**config.mk**
```make
export PLATFORM = sky130hd
export DESIGN_NAME = adc_frame_sequencer
export DESIGN_NICKNAME = d
export VERILOG_FILES = /design/src/rtl/adc_frame_sequencer.sv
export SDC_FILE = /design/constraint.sdc
export NUM_CORES = 1
export LEC_CHECK = 0
export CAP_MARGIN = 15
export CORE_MARGIN = 5
export CORE_UTILIZATION = 30
export CTS_CLUSTER_DIAMETER = 40
export CTS_CLUSTER_SIZE = 28
export DETAILED_ROUTE_END_ITERATION = 10
export PLACE_DENSITY = 0.57
export SKIP_LAST_GASP = 1
export SYNTH_ARGS = -nofsm -noshare
export SYNTH_HDL_FRONTEND = slang
export SYNTH_SLANG_ARGS = --single-unit
```
**constraint.sdc**
```tcl
create_clock -name clk -period 5.7 [get_ports clk]
set_clock_uncertainty 0.15 [all_clocks]
set_input_delay 0.855 -clock clk [delete_from_list [all_inputs] [get_ports clk]]
set_output_delay 0.855 -clock clk [all_outputs]
set_load 0.02 [all_outputs]
```
**src/rtl/adc_frame_sequencer.sv**
```systemverilog
// -----------------------------------------------------------------------------
// adc_frame_sequencer
//
// Captures fixed-length frames from the bias-corrected ADC stream for the
// FFT/separation path. On start it discards SETTLE_LEN raw samples, then takes
// every decim-th sample until FRAME_LEN samples have been taken, presenting
// them on a single-register valid/ready output. Samples that arrive while the
// output word is stalled are dropped (overrun), but frame timing is preserved.
//
// Ports:
//   clk, rst          clock (one ADC sample per cycle), async active-high reset
//   adc_data          signed DW-bit sample, new every cycle
//   start, abort      single-cycle control pulses (abort wins over start)
//   continuous        re-arm after each frame without a settle window
//   decim             decimation factor, latched at start (0 behaves as 1)
//   m_data/m_valid/m_last/m_ready   output stream, m_last marks frame end
//   busy              high in SETTLE or CAPTURE
//   frame_done        one-cycle pulse after the last word of a frame is accepted
//   overrun           sticky: a decimated sample was lost (cleared by start)
//   peak              max |sample| of the last completed frame (saturating)
// -----------------------------------------------------------------------------
module adc_frame_sequencer #(
  parameter int DW         = 10,
  parameter int FRAME_LEN  = 1024,
  parameter int SETTLE_LEN = 16,
  parameter int CW         = 11
) (
  input  logic                 clk,
  input  logic                 rst,
  input  logic signed [DW-1:0] adc_data,
  input  logic                 start,
  input  logic                 abort,
  input  logic                 continuous,
  input  logic [7:0]           decim,
  output logic signed [DW-1:0] m_data,
  output logic                 m_valid,
  output logic                 m_last,
  input  logic                 m_ready,
  output logic                 busy,
  output logic                 frame_done,
  output logic                 overrun,
  output logic [DW-2:0]        peak
);

  typedef enum logic [1:0] {IDLE, SETTLE, CAPTURE} state_t;

  localparam logic [CW-1:0] SETTLE_LAST = CW'((SETTLE_LEN > 0) ? SETTLE_LEN - 1 : 0);
  localparam logic [CW-1:0] FRAME_LAST  = CW'(FRAME_LEN - 1);
  localparam logic [DW-2:0] MAG_MAX     = '1;

  // Magnitude of a two's-complement sample; the most negative code has no
  // positive counterpart and saturates to the largest magnitude.
  function automatic logic [DW-2:0] abs_sat(input logic signed [DW-1:0] x);
    logic signed [DW-1:0] neg;
    neg = -x;
    if (!x[DW-1]) return x[DW-2:0];
    if (neg[DW-1]) return MAG_MAX;
    return neg[DW-2:0];
  endfunction

  function automatic logic [DW-2:0] max_mag(input logic [DW-2:0] a,
                                            input logic [DW-2:0] b);
    return (a > b) ? a : b;
  endfunction

  state_t               state_q, state_d;
  logic [CW-1:0]        settle_cnt_q;
  logic [CW-1:0]        samp_cnt_q;
  logic [7:0]           dec_cnt_q;
  logic [7:0]           decim_q;
  logic [DW-2:0]        run_peak_q;
  logic [DW-2:0]        done_peak_q;

  logic signed [DW-1:0] data_p1;
  logic                 vld_p1;
  logic                 last_p1;

  logic                 start_ok;
  logic                 take;
  logic                 last_take;
  logic                 accept;
  logic                 load;
  logic                 drop;
  logic                 done_acc;
  logic [DW-2:0]        run_peak_nxt;

  // ---------------------------------------------------------------------------
  // Stage p0: state decode, sample selection, output-register arbitration
  // ---------------------------------------------------------------------------
  always_comb begin
    state_d      = state_q;
    start_ok     = 1'b0;
    take         = 1'b0;
    last_take    = 1'b0;
    accept       = vld_p1 & m_ready;
    load         = 1'b0;
    drop         = 1'b0;
    done_acc     = 1'b0;
    run_peak_nxt = run_peak_q;

    unique case (state_q)
      IDLE: begin
        if (start && !abort) begin
          start_ok = 1'b1;
          state_d  = (SETTLE_LEN == 0) ? CAPTURE : SETTLE;
        end
      end
      SETTLE: begin
        if (settle_cnt_q == SETTLE_LAST) state_d = CAPTURE;
      end
      CAPTURE: begin
        take      = (dec_cnt_q == 8'd0);
        last_take = take && (samp_cnt_q == FRAME_LAST);
        if (last_take && !continuous) state_d = IDLE;
      end
      default: state_d = IDLE;
    endcase

    if (abort) begin
      state_d   = IDLE;
      take      = 1'b0;
      last_take = 1'b0;
    end

    // A taken sample only fits if the output word is empty or leaving now.
    load     = take & (~vld_p1 | accept);
    drop     = take & ~load;
    done_acc = accept & last_p1 & ~abort;

    if (load) run_peak_nxt = max_mag(run_peak_q, abs_sat(adc_data));
  end

  // ---------------------------------------------------------------------------
  // Stage p0 -> p1: control state, counters, status flags
  // ---------------------------------------------------------------------------
  always_ff @(posedge clk or posedge rst) begin
    if (rst) begin
      state_q      <= IDLE;
      settle_cnt_q <= '0;
      samp_cnt_q   <= '0;
      dec_cnt_q    <= 8'd0;
      decim_q      <= 8'd1;
      run_peak_q   <= '0;
      done_peak_q  <= '0;
      overrun      <= 1'b0;
      frame_done   <= 1'b0;
      peak         <= '0;
    end else begin
      state_q <= state_d;

      if (start_ok) begin
        decim_q      <= (decim == 8'd0) ? 8'd1 : decim;
        settle_cnt_q <= '0;
        samp_cnt_q   <= '0;
        dec_cnt_q    <= 8'd0;
        run_peak_q   <= '0;
        overrun      <= 1'b0;
      end else begin
        if (state_q == SETTLE) settle_cnt_q <= settle_cnt_q + CW'(1);

        if (state_q == CAPTURE && !abort) begin
          if (last_take) begin
            // Frame boundary: snapshot the finished frame's peak so the
            // next frame can start accumulating immediately.
            samp_cnt_q  <= '0;
            dec_cnt_q   <= 8'd0;
            run_peak_q  <= '0;
            done_peak_q <= run_peak_nxt;
          end else begin
            if (take) samp_cnt_q <= samp_cnt_q + CW'(1);
            dec_cnt_q  <= (dec_cnt_q >= decim_q - 8'd1) ? 8'd0 : dec_cnt_q + 8'd1;
            run_peak_q <= run_peak_nxt;
          end
        end

        if (drop) overrun <= 1'b1;
      end

      frame_done <= done_acc;
      if (done_acc) peak <= done_peak_q;
    end
  end

  // ---------------------------------------------------------------------------
  // Stage p1: output register
  // ---------------------------------------------------------------------------
  always_ff @(posedge clk or posedge rst) begin
    if (rst) begin
      data_p1 <= '0;
      vld_p1  <= 1'b0;
      last_p1 <= 1'b0;
    end else if (abort) begin
      vld_p1  <= 1'b0;
      last_p1 <= 1'b0;
    end else if (load) begin
      data_p1 <= adc_data;
      vld_p1  <= 1'b1;
      last_p1 <= last_take;
    end else if (accept) begin
      vld_p1  <= 1'b0;
      last_p1 <= 1'b0;
    end else if (drop && last_take) begin
      // The frame's final sample was lost; the stalled word closes the frame.
      last_p1 <= 1'b1;
    end
  end

  assign m_data  = data_p1;
  assign m_valid = vld_p1;
  assign m_last  = last_p1;
  assign busy    = (state_q != IDLE);

endmodule

```
After elaboration in Yosys (flattened, before gate mapping). Index checks and enable logic that the tools add are counted.

Logic and storage cells: 104. Flip-flop bits (word level): 81. Bits of input ports: 24.

Multiplexer cells: 46. Add/sub/neg operators: 5. Equal/unequal tests: 7. Reduce and logical (&&, ||, !) cells: 21. Bitwise logic cells: 10. Order comparisons: 2.

Operators by type and width (number): 2-to-1 mux 9 bit (10); 2-to-1 mux 11 bit (6); 2-to-1 mux 8 bit (5); adder 11 x 1 -> 11 bit, second input constant (2); 2-to-1 mux 1 bit (20); zero test 8 bit (2); equality test 11 x 10 -> 1 bit, second input constant (1); equality test 11 x 4 -> 1 bit, second input constant (1); negation 10 bit (1); > comparator 9 bit (1); inequality test 3 bit, second input constant (3); adder 8 x 1 -> 8 bit, second input constant (1); greater-or-equal comparator 8 bit (1); 2-to-1 mux 2 bit (4); nonzero test 2 bit (4); subtractor 8 x 1 -> 8 bit, second input constant (1); one-hot mux 2 bit (3 select lines) (1); AND reduction 3 bit (2); nonzero test 3 bit (2); bitwise AND 1 bit (5); logical AND 1 bit (5); inverter 1 bit (4); AND reduction 2 bit (2); nonzero test 4 bit (1); 5 further kinds (6).

Longest topological paths before layout. Gate-level depths: netlist (run 1).

Depth in word-level cells: 16. Gate-level depth with buffers: 16.

Worst setup path before layout (run 1). No wires, ideal clock.

Path kind: in2reg. From: input adc_data[0]. To: register run_peak_q[7]. Slack: 2225 ps. Setup time: 77 ps. Data arrival time: 3247 ps. Stages on the path: 15. Data required time: 5473 ps. Buffers on the path: 1. Cells stage by stage: inv_1 > ha_1 > nor4b_1 > a21oi_1 > xnor2_1 > nand2_1 > inv_1 > ha_1 > a21oi_1 > o21ai_0 > o2bb2ai_1 > o21ai_0 > clkbuf_1 > nand3_1 > a21oi_1.

Longest elaborated chain between the ends: 13. Elaborated cells between the ends (all ways): 15.

RTL lines: from (decl) (line 30) `input logic signed [DW-1:0] adc_data,`; negation 10 bit (line 55) `neg = -x;`; 2-to-1 mux 1 bit (2 in a row) (line 57) `if (neg[DW-1]) return MAG_MAX;`; 2-to-1 mux 1 bit (line 130) `if (load) run_peak_nxt = max_mag(run_peak_q, abs_sat(adc_data));`; 2-to-1 mux 9 bit (line 58) `return neg[DW-2:0];`; 2-to-1 mux 9 bit * (line 57); 2-to-1 mux 9 bit * (line 130); > comparator 9 bit (line 63) `return (a > b) ? a : b;`; 2-to-1 mux 9 bit * (line 63); 2-to-1 mux 9 bit * (line 130); 2-to-1 mux 9 bit * (line 162) `if (last_take) begin`; 2-to-1 mux 9 bit * (line 161) `if (state_q == CAPTURE && !abort) begin`; 2-to-1 mux 9 bit * (line 151) `if (start_ok) begin`; to (signal assigned) (line 172) `run_peak_q <= run_peak_nxt;`; to (decl) (line 71) `logic [DW-2:0] run_peak_q;`.

Every way passes the cells marked *; elsewhere a longest branch is shown, timed or not. The select of a mux whose other input is x is not followed. A chain may end at the register's enable or synchronous reset.

Worst setup path in the final report (run 1).
From: input adc_data[0]. To: register done_peak_q[3].

Longest elaborated chain between the ends: 10. Elaborated cells between the ends (all ways): 12.

RTL lines: negation 10 bit (line 55); 2-to-1 mux 1 bit (2 in a row) (line 57); 2-to-1 mux 1 bit (line 130); 2-to-1 mux 9 bit (line 58); 2-to-1 mux 9 bit * (line 57); 2-to-1 mux 9 bit * (line 130); > comparator 9 bit (line 63); 2-to-1 mux 9 bit * (line 63); 2-to-1 mux 9 bit * (line 130); to (signal assigned) (line 168) `done_peak_q <= run_peak_nxt;`; to (decl) (line 72) `logic [DW-2:0] done_peak_q;`.

Marks and branches as above.

==> results of run 1 <==
[worst min-delay path by stage]
stage                    from       to  cells after the start
2_1_floorplan  done_peak_q[0]  peak[0]                      2
3_3_place_gp   done_peak_q[6]  peak[6]                      2
3_5_place_dp   done_peak_q[4]  peak[4]                      2
4_1_cts        done_peak_q[4]  peak[4]                      2
5_1_grt        done_peak_q[6]  peak[6]                      2
6_report       done_peak_q[2]  peak[2]                      2
[sequential cells by signal (all words and copies together) (netlist names)]
register	count
decim_q	8
state_q	2
done_peak_q	9
settle_cnt_q	11
m_valid	1
frame_done	1
m_last	1
samp_cnt_q	11
overrun	1
run_peak_q	9
peak	9
dec_cnt_q	8
m_data	10
[through the flow]
stage	worst slack [ns]	instances	hold slack (ns)
after floorplan	2.23	471	0.289
final	1.46	706	0.321
after detailed placement	1.11	690	0.310
after global routing	1.12	706	0.346
after global placement	1.33	690	0.307
after CTS	1.47	706	0.327
[per-layer routing]
metal	vias to the layer above	track usage (%)
li1	1719	-
met2	72	19.6
met5	-	0
met3	19	2.41
met4	0	5.49
met1	1664	15.0
[placed cells by master, fill, tap and decap left out, types with 3 or more instances in the layout]
cell,Yosys,final
nand2_1,80,80
dfrtp_1,80,80
nor2_1,47,47
clkdlybuf4s50_1,0,47
nand3_1,26,26
a21oi_1,23,23
ha_1,23,23
o21ai_0,22,22
xor2_1,20,20
inv_1,21,20
xnor2_1,12,12
nand4_1,11,11
mux2_2,10,10
clkbuf_16,0,9
nor3_1,8,8
mux2i_1,6,6
and3_1,5,5
nor2b_1,4,4
and2_1,4,4
a31oi_1,4,4
or3_1,3,3
nor4_1,3,3
bufinv_16,0,3
buf_4,2,3
[worst min-delay path: stages (launching register included)]
cell and delay (ns):
dfrtp_1 0.34, nand2_1 0.05, nand2_1 0.05
[kinds of logic (layout without fill, tap and decap cells)]
logic type,Yosys count,count (layout),synth area share [%]
AND/OR/NAND/NOR,211,211,23.5
flip-flops,81,81,46.0
AO/OA/AOI/OAI,71,71,9.81
buffers and inverters,37,88,3.97
XOR/XNOR,32,32,6.35
adder cells (fa/ha/maj),23,23,6.52
multiplexers,16,16,3.91
[power by group]
group          internal (mW)  total, mW  switching, mW
sequential             0.657      0.732         0.0755
combinational          0.228      0.467          0.239
clock                  0.431      0.673          0.242
total                   1.32       1.87          0.556
[final cells by class]
type | count | share of cell area, %
multi-input combinational | 353 | 41.1
sequential | 81 | 37.6
timing repair buffer | 50 | 9.14
tap | 184 | 4.27
clock buffer | 10 | 4.24
clock inverter | 6 | 2.13
inverter | 22 | 1.55
==> reports/qor.csv, run 1 <==
stage,metric,value,unit
layout,filler instances,1438,
route,Initial DRT Pass Iterations,4,
route,WL met3,364,µm
logic_synthesis,biggest area consumer among synthesized cells,dfrtp_1,
logic_synthesis,top post-synthesis cells by count,"dfrtp_1, nand2_1, nor2_1, nand3_1",
logic_synthesis,Synth Flop Type,dfrtp_1,
die,height of the die,131,µm
layout,Synth-to-Final Area Change,22.3,%
die,chip width,131,µm
min_path,HP Class,flop to flop,
route,routed via count,3474,
power,peak supply drop,0.000187,V
route,wl on met1,4.64,mm
logic_synthesis,Synth area leaders,"dfrtp_1, nand2_1, ha_1",
placement,Placement Cell Area,5050,µm²
route,Routed WL per cell,14.1,µm
layout,Final Util,37.3,%
clocking,hold buffer count at cts,0,
critical_path,Setup Crit Path Kind,input pin to flop,
logic_synthesis,top cell type's share of synthesized area,45.4,%
route,DRT antenna net count,0,
die,io pins,48,
clocking,postcts setup bufs,0,
critical_path,Crit. End Element,flop,
critical_path,"CP delay by family, top",compound AO/OA/AOI/OAI gates,
critical_path,Worst path max stage delay,0.59,ns
clocking,Clock transition at path regs,0.06,ns
clocking,Skew-Pair Late Insertion Delay,0.34,ns
sta,setup TNS,0,ns
logic_synthesis,ys async rst share,100,%
clocking,cts repair resizes,0,
sta,Slew headroom,38.4,%
die,Starting Density,30.5,%
critical_path,worst-case reg-to-reg path depth,8,
route,met2 wire length,4.70,mm
layout,area of the multi-input gates,2210,µm²
critical_path,RR Endpoint,dec_cnt_q[7],
sta,unrepaired setup endpoints after global routing,no,
critical_path,crit-path max FO,15,
global_route,largest net degree at the start of global routing,52,
sta,Final Critical Period,4.24,ns
critical_path,CP startpoint,adc_data[0],
route,via density per instance,4.92,
critical_path,Critical Path Slowest Stage Cell,o21a_1,
sta,fmax,0.236,GHz
sta,"Hold Violations, Final",0,
layout,"Design Area, Final",5390,µm²
logic_synthesis,Ys Warns,0,
global_route,gr usage total,11.9,%
logic_synthesis,Yosys cell types,56,
power,total power,1.87,mW
critical_path,CP cell instances,clkdlybuf4s50_1 -> inv_1 -> ha_1 -> nor4b_1 -> a21oi_1 -> xnor2_1 -> nand2_1 -> inv_1 -> ha_1 -> a21oi_1 -> o21ai_0 -> o2bb2ai_1 -> o21a_1 -> mux2i_1 -> o21ai_0,
sta,"Slew Viols, Final",0,
logic_synthesis,Synth Instances,471,
logic_synthesis,Yosys reg bits,81,
die,core area,14500,µm²
logic_synthesis,syn_nets,518,
critical_path,Required @ worst endpoint,5.77,ns
power,PD cells,347,nW/µm²
layout,register area,2030,µm²
route,DRC violations left,0,
critical_path,crit path launch type,input pin,
route,DRT iter0 DRCs,91,
critical_path,R2R setup slack,2.78,ns
clocking,# H-tree levels,3,
global_route,initial antenna violation count,0,
route,WL final,9.95,mm
die,Std-Cell Rows,44,
sta,# setup viols final,0,
status,status,"complete, no violations",
logic_synthesis,"Cell Area, Synth",4410,µm²
layout,post-layout net count,564,
global_route,first-pass GRT wire length,17.3,mm
clocking,cts bufs inserted,9,
sta,period utilization,74.4,%
clocking,CTS tree,built,
logic_synthesis,Post-synth EDFFs,0,
placement,routability cong.,0.880,
critical_path,reg2reg start,decim_q[3],
placement,dpl hpwl,7.20,mm
power,Leak Pwr,2.43,nW
die,die area,17200,µm²
global_route,GRT Residual Overflow,0,
layout,share of cells above drive strength 1,8.05,%
critical_path,worst path bufs/invs,3,
clocking,clk buf depth,2,
clocking,root buffer cell,clkbuf_16,
global_route,vias in the first global route,3652,
clocking,# clock sinks,81,
logic_synthesis,"Seq/Total Area, Yosys",46.0,%
flow_run,max_cap viols,0,
critical_path,critical path data arrival time,4.31,ns
critical_path,Crit path depth,15,
sta,pin slew with the least headroom to its limit,0.924,ns
route,Top Metal Used,met4,
layout,Antenna Cells,0,
critical_path,end of the critical path,done_peak_q[3],
placement,IO Port Bufs,47,
logic_synthesis,Avg Inst Size Synth,9.37,µm²
No activity file was read; power rests on OpenSTA's default activity.
==> run 2: changes to the inputs <==
Clock period 5.7 ns to 4.1 ns, I/O delays scaled along.
==> run 2 against run 1 <==
- combinational power increased by 39%
- utilization increased by 0.095 points
- die area unchanged
- first-iteration DRC count increased by 140%
- power increased by 32%
==> reports/qor.csv, run 2 (synthesis results as in run 1) <==
stage,metric,value,unit
global_route,GRT Residual Overflow,0,
sta,Final Critical Period,3.69,ns
clocking,postcts setup bufs,0,
route,Initial DRT Pass Iterations,4,
min_path,WHS Path Cells,2,
sta,"Hold Violations, Final",0,
placement,routability cong.,0.858,
flow_run,max_cap viols,0,
power,peak supply drop,0.000251,V
placement,IO Port Bufs,47,
die,height of the die,131,µm
global_route,largest net degree at the start of global routing,49,
critical_path,Crit. End Element,flop,
power,total power,2.48,mW
die,die area,17200,µm²
min_path,HP Class,flop to flop,
sta,"Slew Viols, Final",0,
global_route,gr usage total,11.8,%
clocking,root buffer cell,clkbuf_16,
critical_path,RR Endpoint,dec_cnt_q[5],
route,DRT antenna net count,0,
sta,setup TNS,0,ns
critical_path,crit path launch type,input pin,
layout,post-layout net count,571,
global_route,vias in the first global route,3440,
sta,period utilization,90.1,%
placement,dpl hpwl,7.32,mm
critical_path,Required @ worst endpoint,4.16,ns
route,DRT iter0 DRCs,218,
layout,share of cells above drive strength 1,9.45,%
critical_path,reg2reg start,decim_q[3],
clocking,clk buf depth,2,
die,core area,14500,µm²
clocking,cts bufs inserted,9,
min_path,WHS Endpoint,peak[0],
critical_path,worst-case reg-to-reg path depth,8,
critical_path,critical path data arrival time,3.75,ns
clocking,CTS tree,built,
layout,Synth-to-Final Area Change,22.6,%
layout,Antenna Cells,0,
layout,filler instances,1441,
critical_path,R2R setup slack,1.18,ns
clocking,Skew-Pair Late Insertion Delay,0.33,ns
sta,fmax,0.271,GHz
die,chip width,131,µm
sta,unrepaired setup endpoints after global routing,no,
min_path,Min-Delay Startpoint,done_peak_q[0],
sta,Slew headroom,39.9,%
route,via density per instance,4.87,
route,Routed WL per cell,13.6,µm
clocking,cts repair resizes,0,
global_route,initial antenna violation count,0,
die,io pins,48,
route,routed via count,3469,
route,WL final,9.73,mm
clocking,# clock sinks,81,
clocking,Clock transition at path regs,0.06,ns
power,Leak Pwr,2.44,nW
layout,most frequent cells in the layout,"nand2_1, dfrtp_1, nor2_1, clkdlybuf4s50_1, nand3_1",
clocking,# H-tree levels,3,
status,status,"complete, no violations",
sta,pin slew with the least headroom to its limit,0.899,ns
die,Starting Density,30.5,%
sta,# setup viols final,0,
die,Std-Cell Rows,44,
critical_path,Setup Crit Path Kind,input pin to flop,
critical_path,crit-path max FO,15,
global_route,first-pass GRT wire length,17.1,mm
power,PD cells,458,nW/µm²
route,DRC violations left,0,
critical_path,CP startpoint,adc_data[1],
clocking,hold buffer count at cts,0,
run 2: worst max-delay path by stage:
stage	depth (start not counted)	end
finish	16	done_peak_q[2]
global route	16	done_peak_q[1]
CTS	16	done_peak_q[2]
detailed placement	16	done_peak_q[2]
global placement	14	done_peak_q[1]
floorplan	15	run_peak_q[7]
run 2: power by group:
part / switching (mW) / total, mW / internal, mW
registers: 0.106 / 1.02 / 0.913
logic: 0.328 / 0.648 / 0.320
clock network: 0.335 / 0.812 / 0.477
run 2: worst max-delay path, cell delays in order:
cell and delay, ns:
clkdlybuf4s50_1 0.46, inv_1 0.10, ha_1 0.19, nor4b_1 0.41, a21oi_1 0.16, xnor2_1 0.14, nand2_1 0.11, inv_1 0.06
ha_1 0.30, a21oi_1 0.15, o21ai_0 0.14, nor3_1 0.24, o21a_1 0.15, buf_4 0.22, mux2i_1 0.22, o21ai_0 0.09
run 2: cell type report:
type | count | area [µm²] | area share (%)
multi-input cells | 353 | 2210 | 41.0
flip-flops and latches | 81 | 2030 | 37.5
repair buffers | 57 | 546 | 10.1
well taps | 184 | 230 | 4.26
clock buffers | 9 | 225 | 4.16
inverters | 22 | 83.8 | 1.55
clock inverters | 7 | 80.1 | 1.48
run 2: per-layer routing:
layer,wire length [µm],GRT usage [%],vias to the layer above
met3,271,2.56,11
met4,205,5.20,0
met5,0,0,-
li1,-,-,1742
met1,4690,16.1,1659
met2,4570,18.0,57
run 2: stage by stage:
stage | setup slack [ns] | hold WS [ns] | utilization (%) | std cells | cell area [µm²]
final | 0.405 | 0.322 | 37.3 | 713 | 5410
after global routing | 0.111 | 0.350 | 37.3 | 713 | 5410
after global placement | 0.186 | 0.305 | 35.2 | 697 | 5100
after floorplan | 0.865 | 0.289 | - | 471 | 4410
after detailed placement | 0.117 | 0.311 | 35.2 | 697 | 5100
after CTS | 0.472 | 0.326 | 37.3 | 713 | 5410
==> run 3: changes to the inputs <==
Settings changed: MAX_ROUTING_LAYER from default to met4.
==> run 3 against run 2 <==
- setup slack better by 0.011 ns
- sequential share of layout area stayed put
- critical endpoint unchanged
- final area stayed put
- flip-flop and latch count stayed put
==> reports/qor.csv, run 3 (synthesis results as in run 1) <==
stage,metric,value,unit
clocking,clk buf depth,2,
sta,period utilization,89.9,%
layout,share of cells above drive strength 1,9.45,%
die,core area,14500,µm²
power,PD cells,459,nW/µm²
route,WL final,9.70,mm
route,DRT iter0 DRCs,220,
clocking,CTS tree,built,
placement,IO Port Bufs,47,
sta,Slew headroom,39.5,%
critical_path,Setup Crit Path Kind,input pin to flop,
status,status,"complete, no violations",
sta,hold slack,0.320,ns
layout,most frequent cells in the layout,"nand2_1, dfrtp_1, nor2_1, clkdlybuf4s50_1, nand3_1",
route,routed via count,3469,
power,peak supply drop,0.000251,V
route,DRC violations left,0,
critical_path,crit path launch type,input pin,
clocking,postcts setup bufs,0,
global_route,first-pass GRT wire length,17.1,mm
sta,fmax,0.271,GHz
global_route,largest net degree at the start of global routing,49,
sta,"Slew Viols, Final",0,
critical_path,reg2reg start,decim_q[3],
sta,# setup viols final,0,
min_path,Min-Delay Startpoint,done_peak_q[0],
layout,Synth-to-Final Area Change,22.6,%
sta,pin slew with the least headroom to its limit,0.906,ns
placement,worst slack at placement,0.117,ns
route,via density per instance,4.87,
flow_run,max_cap viols,0,
die,chip width,131,µm
sta,setup TNS,0,ns
route,DRT antenna net count,0,
placement,Placement Cell Area,5100,µm²
die,height of the die,131,µm
sta,"Hold Violations, Final",0,
sta,final worst slack,0.416,ns
clocking,Clock transition at path regs,0.06,ns
global_route,gr usage total,12.2,%
die,Std-Cell Rows,44,
die,io pins,48,
placement,routability cong.,0.871,
layout,"Design Area, Final",5410,µm²
min_path,HP Class,flop to flop,
route,Routed WL per cell,13.6,µm
clocking,cts repair resizes,0,
power,Leak Pwr,2.44,nW
clocking,hold buffer count at cts,0,
global_route,vias in the first global route,3440,
clocking,# H-tree levels,3,
critical_path,CP startpoint,adc_data[1],
sta,unrepaired setup endpoints after global routing,no,
critical_path,crit-path max FO,15,
route,Initial DRT Pass Iterations,4,
layout,post-layout net count,571,
critical_path,critical path data arrival time,3.75,ns
global_route,GRT Residual Overflow,0,
sta,Final Critical Period,3.68,ns
clocking,Skew-Pair Late Insertion Delay,0.34,ns
clocking,# clock sinks,81,
critical_path,Crit. End Element,flop,
clocking,cts bufs inserted,9,
global_route,initial antenna violation count,0,
clocking,root buffer cell,clkbuf_16,
layout,Antenna Cells,0,
die,Starting Density,30.5,%
die,die area,17200,µm²
critical_path,Required @ worst endpoint,4.17,ns
placement,dpl hpwl,7.32,mm
run 3: stage by stage:
step | util [%] | power, mW | std cells
global placement | 35.2 | 1.68 | 697
detailed placement | 35.2 | 1.69 | 697
floorplan | - | 1.45 | 471
finish | 37.3 | 2.48 | 713
CTS | 37.3 | 2.52 | 713
global route | 37.3 | 2.65 | 713
run 3: layer usage:
layer	share of wire, %	global-route usage, %
met1	48	16.2
met3	3.1	2.41
met5	0	-
met4	1.8	5.20
met2	47	18.0
run 3: worst paths after layout:
kind / end / slack (ns) / cells past startpoint
min reg2reg: peak[0] / 0.32 / 2
max: done_peak_q[2] / 0.42 / 16
min: peak[0] / 0.32 / 2
max reg2reg: dec_cnt_q[5] / 1.18 / 8
min in group asynchronous: decim_q[1] / 0.60 / 2
max in group asynchronous: peak[6] / 2.47 / 3
run 3: critical path, stage by stage:
cell and delay, ns:
clkdlybuf4s50_1 0.46, inv_1 0.10, ha_1 0.19, nor4b_1 0.40
a21oi_1 0.15, xnor2_1 0.14, nand2_1 0.12, inv_1 0.06
ha_1 0.30, a21oi_1 0.15, o21ai_0 0.14, nor3_1 0.24
o21a_1 0.15, buf_4 0.22, mux2i_1 0.21, o21ai_0 0.09
run 3: layout make-up:
class                   count  area (µm²)
clock buffers               9         225
clock inverters             7        80.1
fillers                  1441        9070
inverters                  22        83.8
multi-input cells         353        2210
flip-flops and latches     81        2030
well taps                 184         230
repair buffers             57         546
run 3: power breakdown:
part / total (mW) / switching, mW / internal (mW)
combinational: 0.649 / 0.328 / 0.320
clock: 0.813 / 0.337 / 0.476
sequential: 1.02 / 0.106 / 0.913
total: 2.48 / 0.771 / 1.71
